### src/rtl/mem_arbiter.sv
`default_nettype none
// ============================================================================
// Module   : mem_arbiter
// Purpose  : Two-port arbiter sharing one unified MEM between the multicycle
//            core (m0) and a loader/debug master (m1). Serializes accesses,
//            drives the MEM strobes, address and write data, and returns read
//            data with a one-cycle completion pulse. Round-robin fairness with
//            an optional per-master lock that is capped at LOCK_MAX
//            consecutive grants while the other master is waiting.
// Revision : 1.0 - initial release
// ----------------------------------------------------------------------------
// Ports
//   clk        in   clock, all state on the rising edge
//   rst        in   asynchronous active-low reset
//   mN_req     in   access request, held until mN_done
//   mN_we      in   1 = write, 0 = read
//   mN_addr    in   access address                    [AW]
//   mN_wdata   in   write data                        [DW]
//   mN_lock    in   keep the grant for the next access
//   mN_gnt     out  master N owns MEM
//   mN_done    out  one-cycle completion pulse
//   mN_rdata   out  read data, valid with mN_done     [DW]
//   mem_addr   out  MEM address                       [AW]
//   mem_W      out  MEM write strobe
//   mem_R      out  MEM read strobe
//   mem_wdata  out  MEM write data                    [DW]
//   mem_rdata  in   MEM read data                     [DW]
//   busy       out  arbiter not idle
//   owner      out  current/last owner (0 = m0, 1 = m1)
// ============================================================================
module mem_arbiter #(
  parameter int AW       = 32,
  parameter int DW       = 32,
  parameter int RD_LAT   = 1,
  parameter int LOCK_MAX = 8
) (
  input  logic          clk,
  input  logic          rst,
  input  logic          m0_req,
  input  logic          m0_we,
  input  logic [AW-1:0] m0_addr,
  input  logic [DW-1:0] m0_wdata,
  input  logic          m0_lock,
  output logic          m0_gnt,
  output logic          m0_done,
  output logic [DW-1:0] m0_rdata,
  input  logic          m1_req,
  input  logic          m1_we,
  input  logic [AW-1:0] m1_addr,
  input  logic [DW-1:0] m1_wdata,
  input  logic          m1_lock,
  output logic          m1_gnt,
  output logic          m1_done,
  output logic [DW-1:0] m1_rdata,
  output logic [AW-1:0] mem_addr,
  output logic          mem_W,
  output logic          mem_R,
  output logic [DW-1:0] mem_wdata,
  input  logic [DW-1:0] mem_rdata,
  output logic          busy,
  output logic          owner
);

  localparam int HW = (LOCK_MAX > 1) ? $clog2(LOCK_MAX) : 1;
  localparam int CW = (RD_LAT > 1) ? $clog2(RD_LAT) : 1;
  localparam logic [HW-1:0] C_HOLD_MAX  = HW'(LOCK_MAX - 1);
  localparam logic [CW-1:0] C_WAIT_INIT = CW'(RD_LAT - 1);

  typedef enum logic [1:0] {
    S_IDLE   = 2'd0,
    S_ACCESS = 2'd1,
    S_WAIT   = 2'd2,
    S_DONE   = 2'd3
  } state_t;

  state_t          r_state;
  state_t          w_next;
  logic            r_owner;
  logic            r_rr;        // 0 favours m0, 1 favours m1
  logic [HW-1:0]   r_hold;
  logic [CW-1:0]   r_wait_cnt;
  logic            r_we;
  logic [AW-1:0]   r_addr;
  logic [DW-1:0]   r_wdata;
  logic [DW-1:0]   r_rdata0;
  logic [DW-1:0]   r_rdata1;

  logic            w_any_req;
  logic            w_own_req;
  logic            w_own_lock;
  logic            w_oth_req;
  logic            w_cont;
  logic            w_ptr;
  logic            w_win;
  logic            w_arb;
  logic            w_sel_we;
  logic [AW-1:0]   w_sel_addr;
  logic [DW-1:0]   w_sel_wdata;

  // --------------------------------------------------------------------------
  // Arbitration
  // --------------------------------------------------------------------------
  assign w_any_req  = m0_req | m1_req;
  assign w_own_req  = r_owner ? m1_req  : m0_req;
  assign w_own_lock = r_owner ? m1_lock : m0_lock;
  assign w_oth_req  = r_owner ? m0_req  : m1_req;

  // Locked continuation: owner keeps MEM unless the other master is waiting
  // and the owner has already used its full run of consecutive grants.
  assign w_cont = (r_state == S_DONE) && w_own_req && w_own_lock &&
                  !(w_oth_req && (r_hold == C_HOLD_MAX));

  // The access completing in DONE already moves the pointer away from its
  // owner, so the re-arbitration in that same cycle must see the new value.
  assign w_ptr = (r_state == S_DONE) ? ~r_owner : r_rr;

  always_comb begin
    w_win = 1'b0;
    if (w_cont) begin
      w_win = r_owner;
    end else if (m0_req && m1_req) begin
      w_win = w_ptr;
    end else begin
      w_win = m1_req;
    end
  end

  assign w_arb = ((r_state == S_IDLE) || (r_state == S_DONE)) && w_any_req;

  assign w_sel_we    = w_win ? m1_we    : m0_we;
  assign w_sel_addr  = w_win ? m1_addr  : m0_addr;
  assign w_sel_wdata = w_win ? m1_wdata : m0_wdata;

  // --------------------------------------------------------------------------
  // FSM
  // --------------------------------------------------------------------------
  always_ff @(posedge clk or negedge rst) begin
    if (!rst) begin
      r_state <= S_IDLE;
    end else begin
      r_state <= w_next;
    end
  end

  always_comb begin
    w_next = r_state;
    case (r_state)
      S_IDLE:   if (w_any_req) w_next = S_ACCESS;
      S_ACCESS: w_next = r_we ? S_DONE : S_WAIT;
      S_WAIT:   if (r_wait_cnt == '0) w_next = S_DONE;
      S_DONE:   w_next = w_any_req ? S_ACCESS : S_IDLE;
      default:  w_next = S_IDLE;
    endcase
  end

  // --------------------------------------------------------------------------
  // Grant bookkeeping: owner, latched access fields, pointer, lock counter
  // --------------------------------------------------------------------------
  always_ff @(posedge clk or negedge rst) begin
    if (!rst) begin
      r_owner <= 1'b0;
      r_we    <= 1'b0;
      r_addr  <= '0;
      r_wdata <= '0;
    end else if (w_arb) begin
      r_owner <= w_win;
      r_we    <= w_sel_we;
      r_addr  <= w_sel_addr;
      r_wdata <= w_sel_wdata;
    end
  end

  always_ff @(posedge clk or negedge rst) begin
    if (!rst) begin
      r_rr <= 1'b0;
    end else if ((r_state == S_DONE) && !w_cont) begin
      r_rr <= ~r_owner;
    end
  end

  always_ff @(posedge clk or negedge rst) begin
    if (!rst) begin
      r_hold <= '0;
    end else if ((r_state == S_DONE) && !w_any_req) begin
      r_hold <= '0;
    end else if (w_arb) begin
      if (w_cont) begin
        if (r_hold != C_HOLD_MAX) r_hold <= r_hold + 1'b1;
      end else if (w_win != r_owner) begin
        r_hold <= '0;
      end
    end
  end

  // --------------------------------------------------------------------------
  // Read latency counter and per-master read data capture
  // --------------------------------------------------------------------------
  always_ff @(posedge clk or negedge rst) begin
    if (!rst) begin
      r_wait_cnt <= '0;
    end else if (r_state == S_ACCESS) begin
      r_wait_cnt <= C_WAIT_INIT;
    end else if ((r_state == S_WAIT) && (r_wait_cnt != '0)) begin
      r_wait_cnt <= r_wait_cnt - 1'b1;
    end
  end

  always_ff @(posedge clk or negedge rst) begin
    if (!rst) begin
      r_rdata0 <= '0;
      r_rdata1 <= '0;
    end else if ((r_state == S_WAIT) && (r_wait_cnt == '0)) begin
      if (r_owner) r_rdata1 <= mem_rdata;
      else         r_rdata0 <= mem_rdata;
    end
  end

  // --------------------------------------------------------------------------
  // Outputs: decoded from registered state so an async reset clears them
  // immediately.
  // --------------------------------------------------------------------------
  assign busy      = (r_state != S_IDLE);
  assign owner     = r_owner;
  assign m0_gnt    = busy && !r_owner;
  assign m1_gnt    = busy &&  r_owner;
  assign m0_done   = (r_state == S_DONE) && !r_owner;
  assign m1_done   = (r_state == S_DONE) &&  r_owner;
  assign m0_rdata  = r_rdata0;
  assign m1_rdata  = r_rdata1;
  assign mem_W     = (r_state == S_ACCESS) &&  r_we;
  assign mem_R     = (r_state == S_ACCESS) && !r_we;
  assign mem_addr  = r_addr;
  assign mem_wdata = r_wdata;

endmodule
`default_nettype wire

### config.mk
export PLATFORM = sky130hd
export DESIGN_NAME = mem_arbiter
export DESIGN_NICKNAME = d
export VERILOG_FILES = /design/src/rtl/mem_arbiter.sv
export SDC_FILE = /design/constraint.sdc
export NUM_CORES = 1
export LEC_CHECK = 0
export CORE_MARGIN = 2
export CORE_UTILIZATION = 40
export DETAILED_ROUTE_END_ITERATION = 12
export PLACE_DENSITY = 0.85
export SLEW_MARGIN = 20
export SYNTH_ARGS = -nofsm -noshare
export SYNTH_HDL_FRONTEND = slang
export SYNTH_SLANG_ARGS = --single-unit
### constraint.sdc
create_clock -name clk -period 2.9 [get_ports clk]
set_clock_uncertainty 0.2 [all_clocks]
set_input_delay 0.87 -clock clk [delete_from_list [all_inputs] [get_ports clk]]
set_output_delay 0.87 -clock clk [all_outputs]
set_load 0.01 [all_outputs]
# After elaboration in Yosys (flattened, before gate mapping)
# Index checks and enable logic that the tools add are counted.
# totals
ff_bits,137
inputBits,168
output_inout_bits,136
wordCells,76
# classes
n_addsub,2
n_eq_ne,9
muxes,21
n_bitwise,3
n_reduce_logical,31
# ops
cell,count
two-way mux 32 bit,2
logical AND 1 bit,16
two-way mux 3 bit,5
two-way mux 1 bit,11
one-hot mux 2 bit (4 select lines),1
AND reduction 2 bit,3
nonzero test 2 bit,3
zero test 1 bit,5
"equality test 2 bit, second input constant",2
two-way mux 2 bit,2
"inequality test 2 bit, second input constant",2
"adder 3 x 1 -> 3 bit, second input constant",1
"equality test 3 bit, second input constant",1
"inequality test 3 x 1 -> 1 bit, second input constant",1
"inequality test 3 bit, second input constant",1
AND reduction 3 bit,1
nonzero test 3 bit,1
"equality test 2 x 1 -> 1 bit, second input constant",1
zero test 2 bit,1
inverter 1 bit,2
logical OR 1 bit,1
inequality test 1 bit,1
OR 1 bit,1
"subtractor 1 bit, second input constant",1

# Depth between registers and ports, before layout
# Gate-level depths: netlist of run 1.
# depth
word_depth,10
ltp_mapped,8
ltp_nobuf,6

# Worst setup path after synthesis of run 1
# Ideal clock, no wire load.
# synth_path
path_kind,input-to-reg
start,in m0_lock
end,reg r_addr[0] (netlist: mem_addr[0])
arrival_time_ns,1.946
required_ns,2.563
slack_ns,0.617
stages,7
path_cell_list,and4b_1 nand2b_1 a31oi_2 buf_6 buf_6 mux2i_1 a21oi_1
# synth_between
elab_chain_cells,5
# synth_rtl
item,line,rtl
from (decl),43,"input logic m0_lock,"
two-way mux 1 bit,105,assign w_own_lock = r_owner ? m1_lock : m0_lock;
logical AND 1 bit (2 in series),110,assign w_cont = (r_state == S_DONE) && w_own_req && w_own_lock &&
two-way mux 1 bit,119,if (w_cont) begin
two-way mux 32 bit,131,assign w_sel_addr = w_win ? m1_addr : m0_addr;
to (signal assigned),168,r_addr <= w_sel_addr;
to (decl),83,logic [AW-1:0] r_addr;
# Every way passes these cells.
# A chain may end at the register's enable or synchronous reset.

# Final worst setup path of run 1
# layout_path
start,reg r_state[1]
end,out busy
# layout_between
elab_chain_cells,1
# layout_rtl
item,line,rtl
from (decl),76,state_t r_state;
from (signal assigned),141,r_state <= w_next;
nonzero test 2 bit,222,assign busy = (r_state != S_IDLE);
to (decl),60,"output logic busy,"
# Every way passes these cells.

==> results of run 1 <==
synth_stat cells (2+ instances only):
cell | number | area [um2]
dfrtp_1 | 137 | 3428
nor2_1 | 71 | 266.5
a21oi_1 | 68 | 340.3
mux2i_1 | 65 | 650.6
mux2_2 | 64 | 720.7
clkbuf_1 | 16 | 60.06
ha_1 | 6 | 75.07
o21ai_0 | 6 | 30.03
a32o_1 | 5 | 50.05
buf_2 | 5 | 25.02
buf_6 | 5 | 56.30
inv_1 | 5 | 18.77
nand2_1 | 4 | 15.01
o21ai_1 | 3 | 15.01
and2_1 | 2 | 12.51
buf_4 | 2 | 15.01
nor2b_1 | 2 | 12.51
nor3b_1 | 2 | 15.01
final cells by class:
| type | count | area [um2] |
|---|---|---|
| Multi-Input combinational cell | 312 | 2344 |
| Inverter | 5 | 18.77 |
| Fill cell | 1029 | 4546 |
| Tap cell | 184 | 230.2 |
| Timing Repair Buffer | 322 | 3247 |
| Sequential cell | 137 | 3431 |
| Clock inverter | 10 | 188.9 |
| Clock buffer | 22 | 474.2 |
flip-flops by register name, summed over array words and instances (netlist names):
register	count
r_rr	1
m1_rdata	32
m0_rdata	32
owner	1
r_hold	3
r_we	1
mem_addr	32
r_state	2
mem_wdata	32
r_wait_cnt	1
worst min-delay path by stage:
stage	from	to	slack, ns	depth (start not counted)
floorplan	r_we$_DFFE_PN0P_	r_we$_DFFE_PN0P_	0.31	2
global placement	m1_rdata[5]$_DFFE_PN0P_	m1_rdata[5]$_DFFE_PN0P_	0.29	1
detailed placement	m1_rdata[26]$_DFFE_PN0P_	m1_rdata[26]$_DFFE_PN0P_	0.29	1
CTS	rst	m0_rdata[14]$_DFFE_PN0P_	0.23	1
global route	rst	m0_rdata[14]$_DFFE_PN0P_	0.25	1
finish	rst	m0_rdata[14]$_DFFE_PN0P_	0.23	1
routing by layer:
metal / share of wire [%] / wire [um] / global-route usage (%) / vias to the layer above
met5: 0 / 0 / 0 / -
met4: 2.2 / 411 / 7.386 / 0
met3: 5.7 / 1042 / 6.889 / 30
met2: 54 / 9896 / 42.51 / 183
met1: 38 / 6959 / 25.53 / 2482
li1: - / - / - / 2339
kinds of logic (layout without fill, tap and decap cells):
| family | count (synthesis) | in the layout |
|---|---|---|
| fa+ha+maj | 6 | 6 |
| simple gates | 89 | 89 |
| flops | 137 | 137 |
| mux | 129 | 129 |
| buf+inv | 34 | 359 |
| compound gates | 88 | 88 |
per-stage QoR:
| step | setup TNS [ns] | instance area [um2] |
|---|---|---|
| finish | 0 | 9933 |
| global route | 0 | 9933 |
| CTS | -0.01325 | 9911 |
| detailed placement | -0.09268 | 9250 |
| global placement | 0 | 9250 |
| floorplan | 0 | 5914 |
critical path, stage by stage, from the launching register on:
cell	delay [ns]
dfrtp_1	0.41
inv_1	0.10
ha_2	0.21
inv_1	0.07
clkdlybuf4s50_1	0.54
power breakdown:
group          total (mW)  internal (mW)  switching (mW)
clock                2.41           1.60           0.810
sequential           3.47           2.90           0.568
combinational        5.54           3.05            2.49
total                11.4           7.55            3.87
what timing repair did:
| item | CTS | global route |
|---|---|---|
| gates resized for setup | 5 | 4 |
| hold endpoints to repair | 0 | 0 |
| setup buffers | 0 | 1 |
| endpoints found under the setup margin | 6 | 3 |
==> impl_metrics.json, run 1 <==
{
  "outcome": "completed",
  "die_x_um": 125.6,
  "period_needed_ns": 2.805,
  "share_of_final_layout_standard_cells_stronger_than_drive_strength_1_pct": 15.10,
  "vdd_ir_drop_max_uv": 627.8,
  "cts.reportedPaths.clkPinSlew_ns": 0.06,
  "synth_flop_cell": "dfrtp_1",
  "report.final.hold_viol_count": 0,
  "worst_hold_slack_ns": 0.2288,
  "number_of_nets_in_the_synthesized_netlist": 657,
  "start_util_pct": 40.85,
  "drc": 0,
  "leakagePower_nw": 4.292,
  "synth_top_family_by_area": "multiplexers",
  "dpl.cell_count": 959,
  "arrival_ns": 1.74,
  "grt_start_max_net_pins": 73,
  "die_y_um": 125.6,
  "yosys.area_share.xor_xnor_pct": 0,
  "place_congestion": 0.8728,
  "wire_length_of_the_first_global_routing_pass_um": 28450,
  "endpoint": "busy",
  "synth.avg_cell_area_um2": 12.25,
  "layout-area-overhead-vs-synth_pct": 67.95,
  "dr_total_vias": 5034,
  "synthesized_area_fraction_occupied_by_ao_oa_aoi_and_oai_cells_pct": 8.187,
  "placement.setup.worst_slack_ns": -0.03010,
  "synth-seq-area-share_pct": 57.96,
  "drt-pass1-iter-count": 4,
  "ys_async_sr_fraction_pct": 100.0,
  "layout_common_cells": "clkdlybuf4s50_1, dfrtp_1, nor2_1",
  "final_nets": 969,
  "htree_num_levels": 4,
  "synth_edf_count": 0,
  "cap_violations": 0,
  "clock_tree.buffer_depth": 2,
  "final.setup.worst_slack_ns": 0.09494,
  "first_iter_violations": 285,
  "synth_fa_ha_area_share_pct": 1.269,
  "timing.slew.headroom_pct": 63.57,
  "synth_warnings": 0,
  "required_ns": 1.83,
  "power_mw": 11.42,
  "timing.final.max_slew_violations": 0,
  "setup.worst_path.start": "r_state[1]$_DFFE_PN0P_",
  "routed_wire_length_per_instance_um": 18.46,
  "reg2reg_setup_slack_ns": 0.50,
  "synth_mux_area_share_pct": 23.19,
  "worstMarginPinSlew_ns": 0.5464,
  "vias_per_cell": 5.075,
  "synthesis.instances": 483,
  "number_of_buffers_created_by_cts": 17,
  "post_synth_num_cell_types": 33,
  "maxClockFrequency_ghz": 0.3565,
  "crit_path_max_fanout": 5,
  "groute.usage.overall_pct": 23.13,
  "unrepaired_setup_endpoints_after_global_routing": "no",
  "yosys.area_share.simple_pct": 6.368,
  "mappedNetlistArea_um2": 5914,
  "timing.rr.end": "mem_addr[13]$_DFFE_PN0P_",
  "antenna_found_initial": 0,
  "antenna_violating_nets_post_route": 0,
  "placement.io_buffers": 303,
  "tritoncts": "built",
  "first_global_vias": 5463,
  "insertedDiodeCount": 0,
  "hold_buffers_post_cts": 0,
  "rr_startpoint": "r_hold[0]$_DFFE_PN0P_",
  "flops_latches_synth": 137,
  "core_area_um2": 14480,
  "worstSetupPathType": "reg2out",
  "rows": 44,
  "fin_cells": 992,
  "worst_hold_path_type": "in2async",
  "pin_count": 304,
  "rr_worst_depth": 8,
  "critPathLaunchType": "flip-flop",
  "finalSetupViolCount": 0,
  "timing.final.crit_share_pct": 96.73,
  "totalWireLength_um": 18310,
  "setup.worst_path.end_class": "output pin",
  "clkLatencyLatePin_ns": 0.41,
  "floorplan.die_area_um2": 15770,
  "clock_tree_root_buffer_cell": "clkbuf_16",
  "final_common_cell": "clkdlybuf4s50_1",
  "layout.core_utilization_pct": 68.61,
  "tritoncts_num_sinks": 137,
  "power-per-cell-area_nw_per_um2": 1150,
  "global_route.overflow_total": 0,
  "dp_hpwl_um": 13740
}
No activity file was read; power rests on OpenSTA's default activity.
==> inputs of run 2 (changes only) <==
Settings changed: ABC_CLOCK_PERIOD_IN_PS set to 2900.
==> results of run 2 <==
No change in the layout: final DEF, timing and power equal those of run 1.
==> inputs of run 3 (changes only) <==
Settings changed: HOLD_SLACK_MARGIN set to 0.05.
==> results of run 3 <==
No change in the layout: final DEF, timing and power equal those of run 1.
